==> src/rtl/free_list_if.sv <==
// Rename/retire handshake bundle for the physical-register free list.
// Master is the rename/ROB side, slave is the free list itself.
interface free_list_if #(
  parameter int PTAG_W = 6
);
  logic              alloc_req;
  logic              alloc_valid;
  logic [PTAG_W-1:0] alloc_preg;
  logic              free_en_0;
  logic [PTAG_W-1:0] free_preg_0;
  logic              free_en_1;
  logic [PTAG_W-1:0] free_preg_1;
  logic [PTAG_W:0]   free_count;
  logic              empty;
  logic              overflow_err;

  modport master (
    output alloc_req,
    output free_en_0,
    output free_preg_0,
    output free_en_1,
    output free_preg_1,
    input  alloc_valid,
    input  alloc_preg,
    input  free_count,
    input  empty,
    input  overflow_err
  );

  modport slave (
    input  alloc_req,
    input  free_en_0,
    input  free_preg_0,
    input  free_en_1,
    input  free_preg_1,
    output alloc_valid,
    output alloc_preg,
    output free_count,
    output empty,
    output overflow_err
  );
endinterface

==> src/rtl/free_list.sv <==
// Physical-register free list: show-ahead circular FIFO of tags,
// one allocation and up to two returns per cycle.
module free_list #(
  parameter int PREG_NUM = 64,
  parameter int AREG_NUM = 32,
  parameter int PTAG_W   = 6
) (
  input  logic         clk,
  input  logic         rstn,
  free_list_if.slave   fl
);
  localparam int CW = PTAG_W + 1;

  logic [PTAG_W-1:0] mem_q [PREG_NUM];
  logic [PTAG_W-1:0] head_q, head_d;
  logic [PTAG_W-1:0] tail_q, tail_d;
  logic [PTAG_W-1:0] tail_b;
  logic [PTAG_W-1:0] tag_a;
  logic [CW-1:0]     count_q, count_d;
  logic [CW-1:0]     room;
  logic              ovf_q, ovf_d;
  logic              pop, q0, q1;
  logic              acc0, acc1;
  logic              wr_a, wr_b;

  always_comb begin
    pop  = fl.alloc_req && (count_q != '0);
    q0   = fl.free_en_0 && (fl.free_preg_0 != '0);
    q1   = fl.free_en_1 && (fl.free_preg_1 != '0);
    // a same-cycle pop frees its slot for an incoming push
    room = CW'(PREG_NUM) - count_q + CW'(pop);
    acc0 = q0 && (room != '0);
    acc1 = q1 && (room > CW'(acc0));
    wr_a = acc0 || acc1;
    wr_b = acc0 && acc1;
    tag_a  = acc0 ? fl.free_preg_0 : fl.free_preg_1;
    tail_b = tail_q + PTAG_W'(1);
    tail_d = tail_q + PTAG_W'(acc0) + PTAG_W'(acc1);
    head_d = head_q + PTAG_W'(pop);
    count_d = count_q - CW'(pop) + CW'(acc0) + CW'(acc1);
    ovf_d  = ovf_q | (q0 & ~acc0) | (q1 & ~acc1);
  end

  always_ff @(posedge clk or negedge rstn) begin
    if (!rstn) begin
      for (int i = 0; i < PREG_NUM; i++) begin
        mem_q[i] <= (i < PREG_NUM - AREG_NUM) ?
                    PTAG_W'(AREG_NUM + i) : '0;
      end
      head_q  <= '0;
      tail_q  <= PTAG_W'(PREG_NUM - AREG_NUM);
      count_q <= CW'(PREG_NUM - AREG_NUM);
      ovf_q   <= 1'b0;
    end else begin
      if (wr_a) mem_q[tail_q] <= tag_a;
      if (wr_b) mem_q[tail_b] <= fl.free_preg_1;
      head_q  <= head_d;
      tail_q  <= tail_d;
      count_q <= count_d;
      ovf_q   <= ovf_d;
    end
  end

  assign fl.alloc_valid  = (count_q != '0);
  assign fl.alloc_preg   = fl.alloc_valid ? mem_q[head_q] : '0;
  assign fl.free_count   = count_q;
  assign fl.empty        = (count_q == '0);
  assign fl.overflow_err = ovf_q;
endmodule

==> src/flat_wrapper.sv <==
// flat-port wrapper written by rule: the top's interface ports become plain ports
module free_list_flat 
#(
  parameter int PREG_NUM = 64,
  parameter int AREG_NUM = 32,
  parameter int PTAG_W   = 6
)
  (clk, rstn, fl_alloc_req, fl_free_en_0, fl_free_preg_0, fl_free_en_1, fl_free_preg_1, fl_alloc_valid, fl_alloc_preg, fl_free_count, fl_empty, fl_overflow_err);
  free_list_if #(.PTAG_W(PTAG_W)) fl_i ();
  input  logic clk;
  input  logic rstn;
  input wire logic [$bits(fl_i.alloc_req)-1:0] fl_alloc_req;
  input wire logic [$bits(fl_i.free_en_0)-1:0] fl_free_en_0;
  input wire logic [$bits(fl_i.free_preg_0)-1:0] fl_free_preg_0;
  input wire logic [$bits(fl_i.free_en_1)-1:0] fl_free_en_1;
  input wire logic [$bits(fl_i.free_preg_1)-1:0] fl_free_preg_1;
  output wire logic [$bits(fl_i.alloc_valid)-1:0] fl_alloc_valid;
  output wire logic [$bits(fl_i.alloc_preg)-1:0] fl_alloc_preg;
  output wire logic [$bits(fl_i.free_count)-1:0] fl_free_count;
  output wire logic [$bits(fl_i.empty)-1:0] fl_empty;
  output wire logic [$bits(fl_i.overflow_err)-1:0] fl_overflow_err;
  assign fl_i.alloc_req = fl_alloc_req;
  assign fl_i.free_en_0 = fl_free_en_0;
  assign fl_i.free_preg_0 = fl_free_preg_0;
  assign fl_i.free_en_1 = fl_free_en_1;
  assign fl_i.free_preg_1 = fl_free_preg_1;
  assign fl_alloc_valid = fl_i.alloc_valid;
  assign fl_alloc_preg = fl_i.alloc_preg;
  assign fl_free_count = fl_i.free_count;
  assign fl_empty = fl_i.empty;
  assign fl_overflow_err = fl_i.overflow_err;
  free_list #(.PREG_NUM(PREG_NUM), .AREG_NUM(AREG_NUM), .PTAG_W(PTAG_W)) u_core (.clk(clk), .rstn(rstn), .fl(fl_i));
endmodule
==> config.mk <==
export PLATFORM = sky130hd
export DESIGN_NAME = free_list_flat
export DESIGN_NICKNAME = d
export VERILOG_FILES = /design/src/rtl/free_list_if.sv /design/src/rtl/free_list.sv /design/src/flat_wrapper.sv
export SDC_FILE = /design/constraint.sdc
export NUM_CORES = 1
export LEC_CHECK = 0
export BUFFER_PORTS_ARGS = -buffer_cell sky130_fd_sc_hd__buf_2
export CAP_MARGIN = 20
export CORE_UTILIZATION = 55
export DETAILED_ROUTE_END_ITERATION = 7
export PLACE_DENSITY = 0.77
export SYNTH_ARGS = -nofsm -noshare
export SYNTH_HDL_FRONTEND = slang
export SYNTH_SLANG_ARGS = --single-unit
==> constraint.sdc <==
create_clock -name clk -period 12.1 [get_ports clk]
set_input_delay 1.21 -clock clk [delete_from_list [all_inputs] [get_ports clk]]
set_output_delay 1.21 -clock clk [all_outputs]
set_load 0.03 [all_outputs]
==> flow_summary.yaml, run 1 <==
power_and_ir_drop:
  irDropWorstVdd_uv: 323
  switching_share_pct: 41.6
  powerDensity_nw_per_um2: 272
  intPower_uw: 4320
  pwr-share-clk_pct: 19.2
  p_comb_share_pct: 46.1
  leakagePower_uw: 0.00998
  power.share.sequential_pct: 34.8
  power_switching_uw: 3080
timing:
  hold_viol: 0
  timing.final.crit_period_ns: 6.92
  whs_ns: 0.503
  slew_violations: 0
  rsz0062_at_grt: "no"
  fmax_mhz: 145
  fin_setup_tns_ns: 0
  worst_slew_pin_slew_ns: 1.21
  min_period_over_period_pct: 57.2
  final-setup-viol-count: 0
  slew_headroom_pct: 19.2
  fin_skew_ns: 0.0392
worst_setup_path:
  rr_worst_depth: 21
  cp-start-kind: "flip-flop"
  worstSetupEndpointType: "flip-flop"
  worstPathArrival_ns: 7.39
  path_max_fanout: 55
  r2r_end: "u_core.mem_q[234]$_DFF_PN0_"
  cp.required_ns: 12.57
  reg2reg_slack_ns: 5.18
  worstReg2RegStart: "u_core.fl.free_count[3]$_DFF_PN0_"
  critical_path_class: "flip-flop to flip-flop"
clock_network:
  cts_buffer_depth: 3
  h-tree-depth: 2
  insertion_delay_ns: 0.60
  cts_setup_buffers: 0
  cts_tree: "yes"
  cts_sinks: 404
  cts_inserted_buffers: 45
  cts_root_buf: "clkbuf_16"
  cts_hold_buffers: 0
  clk_pin_slew_ns: 0.06
  cts_resized: 0
die:
  start_util_pct: 55.6
  core_region_area_sq_um: 45300
  die_w_um: 216
  num_io_pins: 33
  die_h_um: 216
  fp-row-count: 78
  die_area_sq_um: 46600
min_path:
  min_path_cells: 1
  hold_end: "u_core.fl.overflow_err$_DFF_PN0_"
  hold_start: "u_core.fl.overflow_err$_DFF_PN0_"
  hp-class: "flip-flop to flip-flop"
placed_design:
  hpwl_um: 53600
  gp_congestion: 1.00
  io_buffers: 32
synthesis:
  ys_seq_elements: 404
  yosys_warnings: 0
  synth_ff_type: "dfrtp_1"
  synth.area.top_cells: "dfrtp_1 (29%), dfstp_2 (12%), mux4_2 (11%), mux2i_1 (10%), nand2_1 (5.7%)"
  synth_area_sq_um: 25200
  synth_edf_count: 0
  synthCells: 2493
  async_reset_ff_share_pct: 100
  syn_nets: 2530
  synth.avg_cell_area_sq_um: 10.1
  ys_top_cells_by_count: "nand2_1 (384), dfrtp_1 (290), mux2i_1 (252)"
  synth_seq_area_share_pct: 40.7
  ys_types: 79
  synth.most_common_cell: "nand2_1"
  synth_top_area_share_pct: 28.8
  yosys.area.top_type: "dfrtp_1"
detailed_routing:
  routedWlPerCell_um: 28.2
  routed_wl_um: 85600
  met2_length_um: 37100
  vias: 22500
  drt-vias-per-instance: 7.41
  final_antenna_net_count: 0
  drt-initial-drc-count: 3496
  wl_met1_um: 30800
  dr.pass1.iters: 8
  route.detailed.drc: 0
  top_layer: "met4"
  routed-wl-met3_um: 11700
layout:
  area_growth_pct: 8.00
  register_area_sq_um: 10300
  multi_input_area_sq_um: 13800
  drive_above_1_share_pct: 20.3
  final_net_count: 2434
  fill_cells: 3580
global_route:
  grt_max_degree: 126
  antenna_found_initial: 1
  grt_pass1_vias: 21900
  grt_pass1_wl_um: 132000
  overflow: 0
  grt_usage_pct: 36.8
status:
  status: "completed"
flow_run:
  drv_cap: 0
==> critical path: stages, from the launching register on <==
cell      delay [ns]
dfrtp_1         0.43
inv_1           0.13
ha_1            0.24
nand3b_1        0.16
or3_1           0.45
nand2_1         0.13
ha_1            0.18
inv_1           0.06
ha_1            0.24
and2_1          0.19
o211ai_1        0.59
a41oi_2         0.44
nand2_1         0.31
inv_1           0.11
ha_1            0.31
or2_2           0.29
a211oi_1        0.53
nor2_4          0.06
buf_4           0.47
a2111o_1        0.84
nor4_1          0.45
o31ai_1         0.11
==> stage by stage <==
step	instance area (sq um)	std cells	util, %	total power (uW)	worst slack (ns)
6_report	27200	3035	60.1	7400	5.18
5_1_grt	27200	3035	60.1	7670	4.83
4_1_cts	27000	3005	59.6	7250	5.29
3_5_place_dp	25500	2921	56.3	5830	5.32
3_3_place_gp	25400	2916	56.2	5680	5.37
2_1_floorplan	25200	2493	-	4800	6.51
==> cell families (layout without fill, tap and decap cells) <==
group                    count (synthesis)  after routing  synth area share (%)
flip-flops                             404            404                  40.7
AND/OR/NAND/NOR                        843            843                  16.2
multiplexers                           372            372                  20.8
AO/OA/AOI/OAI                          548            548                  15.7
other                                    0              1                     0
buffers and inverters                  289            230                  4.97
adder cells (fa/ha/maj)                 20             20                  1.08
XOR/XNOR                                17             17                 0.621
==> sequential cells by signal (all words and copies together) (netlist names) <==
name,flops
u_core.fl.free_count,7
u_core.fl.overflow_err,1
u_core.head_q,6
u_core.mem_q,384
u_core.tail_q,6
==> worst max-delay path by stage <==
stage,start,end,slack (ns),cells past startpoint
after floorplan,u_core.fl.free_count[3]$_DFF_PN0_,u_core.mem_q[330]$_DFF_PN0_,6.51,23
after global routing,u_core.fl.free_count[3]$_DFF_PN0_,u_core.mem_q[210]$_DFF_PN0_,4.83,21
after CTS,u_core.fl.free_count[3]$_DFF_PN0_,u_core.mem_q[96]$_DFF_PN0_,5.29,21
final,u_core.fl.free_count[3]$_DFF_PN0_,u_core.mem_q[234]$_DFF_PN0_,5.18,21
after global placement,fl_alloc_req,u_core.mem_q[161]$_DFF_PN0_,5.37,17
after detailed placement,u_core.fl.free_count[3]$_DFF_PN0_,u_core.mem_q[96]$_DFF_PN0_,5.32,21
==> layout by cell type, fill, tap and decap left out, drive strengths merged, types with 22 or more instances in the layout <==
cell type and count:
nand2 384, dfrtp 290, mux2i 252, o21ai 185, nand3 152, mux4 120, dfstp 114, o211ai 103
buf 102, clkbuf 83, nor2 69, nor4 55, nor3 54, o31ai 46, a21oi 44, nor3b 32
a211oi 32, inv 30, a31oi 27, a311oi 22
==> routing by layer <==
| metal | GRT usage, % | up-vias |
|---|---|---|
| li1 | - | 9106 |
| met1 | 48.0 | 11000 |
| met2 | 53.6 | 1885 |
| met3 | 11.0 | 462 |
| met4 | 23.1 | 0 |
| met5 | 0 | - |
==> cell type report <==
class                           instances  area share [%]
Clock inverter                         13           0.511
Tap cell                              600            2.76
Timing Repair Buffer                  114            2.85
Clock buffer                           71            5.06
Inverter                               32           0.442
Multi-Input combinational cell       1800            50.6
Sequential cell                       404            37.7
Antenna cell                            1         0.00920
==> power groups by stage <==
stage | Combinational (uW) | Sequential [uW] | Clock (uW)
6_report | 3410 | 2570 | 1420
5_1_grt | 3580 | 2620 | 1470
4_1_cts | 3290 | 2540 | 1420
3_5_place_dp | 3280 | 2550 | 0
3_3_place_gp | 3150 | 2530 | 0
2_1_floorplan | 2460 | 2340 | 0
Note: power is estimated with default switching activity, not from simulation.
==> inputs of run 2 (changes only) <==
PLACE_DENSITY = 0.8   (was 0.77)
clock period = 6.36 ns   (was 12.1 ns; I/O delays follow)
==> flow_summary.yaml, run 2 (synthesis results as in run 1) <==
die:
  fp-row-count: 78
  start_util_pct: 55.6
  num_io_pins: 33
  core_region_area_sq_um: 45300
  die_w_um: 216
  die_area_sq_um: 46600
  die_h_um: 216
worst_setup_path:
  rr_worst_depth: 21
  worstReg2RegStart: "u_core.fl.free_count[2]$_DFF_PN0_"
  worstPathArrival_ns: 6.47
  cp.required_ns: 6.86
  worstSetupEndpointType: "flip-flop"
  r2r_end: "u_core.mem_q[198]$_DFF_PN0_"
  critical_path_class: "flip-flop to flip-flop"
  critPathLaunch: "u_core.fl.free_count[2]$_DFF_PN0_"
  path_max_fanout: 21
  cp-start-kind: "flip-flop"
  reg2reg_slack_ns: 0.39
power_and_ir_drop:
  power.total_uw: 14300
  p_comb_share_pct: 44.9
  irDropWorstVdd_uv: 527
  intPower_uw: 8420
  switching_share_pct: 41.3
  leakagePower_uw: 0.0101
  powerDensity_nw_per_um2: 523
  power_switching_uw: 5920
  power.share.sequential_pct: 35.0
  pwr-share-clk_pct: 20.1
clock_network:
  cts_tree: "yes"
  cts_buffer_depth: 3
  cts_inserted_buffers: 45
  clk_pin_slew_ns: 0.06
  cts_root_buf: "clkbuf_16"
  cts_sinks: 404
  insertion_delay_ns: 0.60
  cts_hold_buffers: 0
  h-tree-depth: 2
timing:
  slew_headroom_pct: 17.5
  min_period_over_period_pct: 93.8
  worst_slew_pin_slew_ns: 1.24
  rsz0062_at_grt: "no"
  final-setup-viol-count: 0
  fin_setup_tns_ns: 0
  fmax_mhz: 168
  fin_skew_ns: 0.0214
  whs_ns: 0.0805
  hold_viol: 0
  timing.final.crit_period_ns: 5.97
  slew_violations: 0
layout:
  fill_cells: 3578
  drive_above_1_share_pct: 20.9
  area_growth_pct: 9.00
  final_net_count: 2442
  layout_common_cells: "nand2_1 (384), dfrtp_1 (288), mux2i_1 (252)"
  top_register: "u_core.mem_q"
  fin_util_pct: 60.6
  layout_commonest_cell: "nand2_1"
  largest_register_ff_count: 384
  num_antenna_cells: 0
detailed_routing:
  drt-initial-drc-count: 3200
  drt-vias-per-instance: 7.36
  dr.pass1.iters: 8
  final_antenna_net_count: 0
  route.detailed.drc: 0
  routed_wl_um: 87500
  routedWlPerCell_um: 28.8
  vias: 22400
status:
  status: "completed"
placed_design:
  gp_congestion: 1.02
  io_buffers: 32
  hpwl_um: 56400
global_route:
  overflow: 0
  grt_pass1_vias: 22000
  grt_pass1_wl_um: 134000
  grt_max_degree: 135
  antenna_found_initial: 1
  grt_usage_pct: 37.6
flow_run:
  drv_cap: 0
min_path:
  hp-class: "primary input to asynchronous set/reset pin"
run 2: changes by cell type in the layout (fill, tap and decap cells not counted), moves of 3 or more:
cell and delta:
clkbuf_1 -7, clkinv_4 -3, buf_4 +3, clkinv_2 +4, bufinv_16 +4, buf_12 +5
run 2: area by class of cell:
type / count / area [sq um] / area share [%]
clock buffer: 66 / 1380 / 5.02
clock inverter: 17 / 243 / 0.884
inverter: 32 / 120 / 0.438
multi-input combinational: 1800 / 13800 / 50.2
sequential: 404 / 10300 / 37.4
tap: 600 / 751 / 2.74
timing repair buffer: 122 / 921 / 3.36
run 2: metrics by stage:
step / instance area [sq um] / setup slack [ns] / std cells
finish: 27400 / 0.393 / 3041
detailed placement: 25600 / 0.457 / 2932
CTS: 27200 / 0.449 / 3015
global route: 27400 / 0.175 / 3041
global placement: 25600 / 0.653 / 2927
floorplan: 25200 / 0.766 / 2493
run 2: metal layers:
metal	vias up	part of all wire [%]	track usage [%]
li1	9106	-	-
met1	11000	35	47.2
met2	1833	44	56.9
met3	474	13	11.5
met4	2	7.1	23.2
met5	-	0.015	0
run 2: power by group through the flow:
stage          registers (uW)  logic, uW  clock network [uW]
2_1_floorplan            4460       4690                   0
3_3_place_gp             4920       5960                   0
3_5_place_dp             4980       6180                   0
4_1_cts                  4960       6200                2880
5_1_grt                  5120       6720                2990
6_report                 5030       6430                2880
run 2: critical path, cell delays in order, from the launching register on:
cell and delay [ns]:
dfrtp_1 0.43, inv_1 0.15, ha_1 0.22, nand3b_1 0.14, or3_1 0.42, nand2_1 0.12
ha_1 0.19, inv_1 0.06, ha_1 0.30, nor3b_1 0.31, a31o_2 0.24, a41oi_2 0.15
nand2_1 0.23, inv_1 0.11, ha_1 0.30, or2_2 0.12, a211oi_2 0.06, nor2_4 0.70
buf_4 0.50, a211o_1 0.72, nor4_1 0.13, o31ai_1 0.24
run 2: what timing repair did:
item,4_1_cts,5_1_grt
gates resized for setup,0,1
setup endpoints to repair,0,1
setup buffers,0,0
run 2: worst max path at each step:
stage                                        to  depth (start not counted)
finish              u_core.mem_q[198]$_DFF_PN0_                         21
global route        u_core.mem_q[198]$_DFF_PN0_                         21
CTS                 u_core.mem_q[151]$_DFF_PN0_                         21
detailed placement    u_core.mem_q[7]$_DFF_PN0_                         21
global placement    u_core.mem_q[151]$_DFF_PN0_                         22
floorplan           u_core.mem_q[330]$_DFF_PN0_                         23
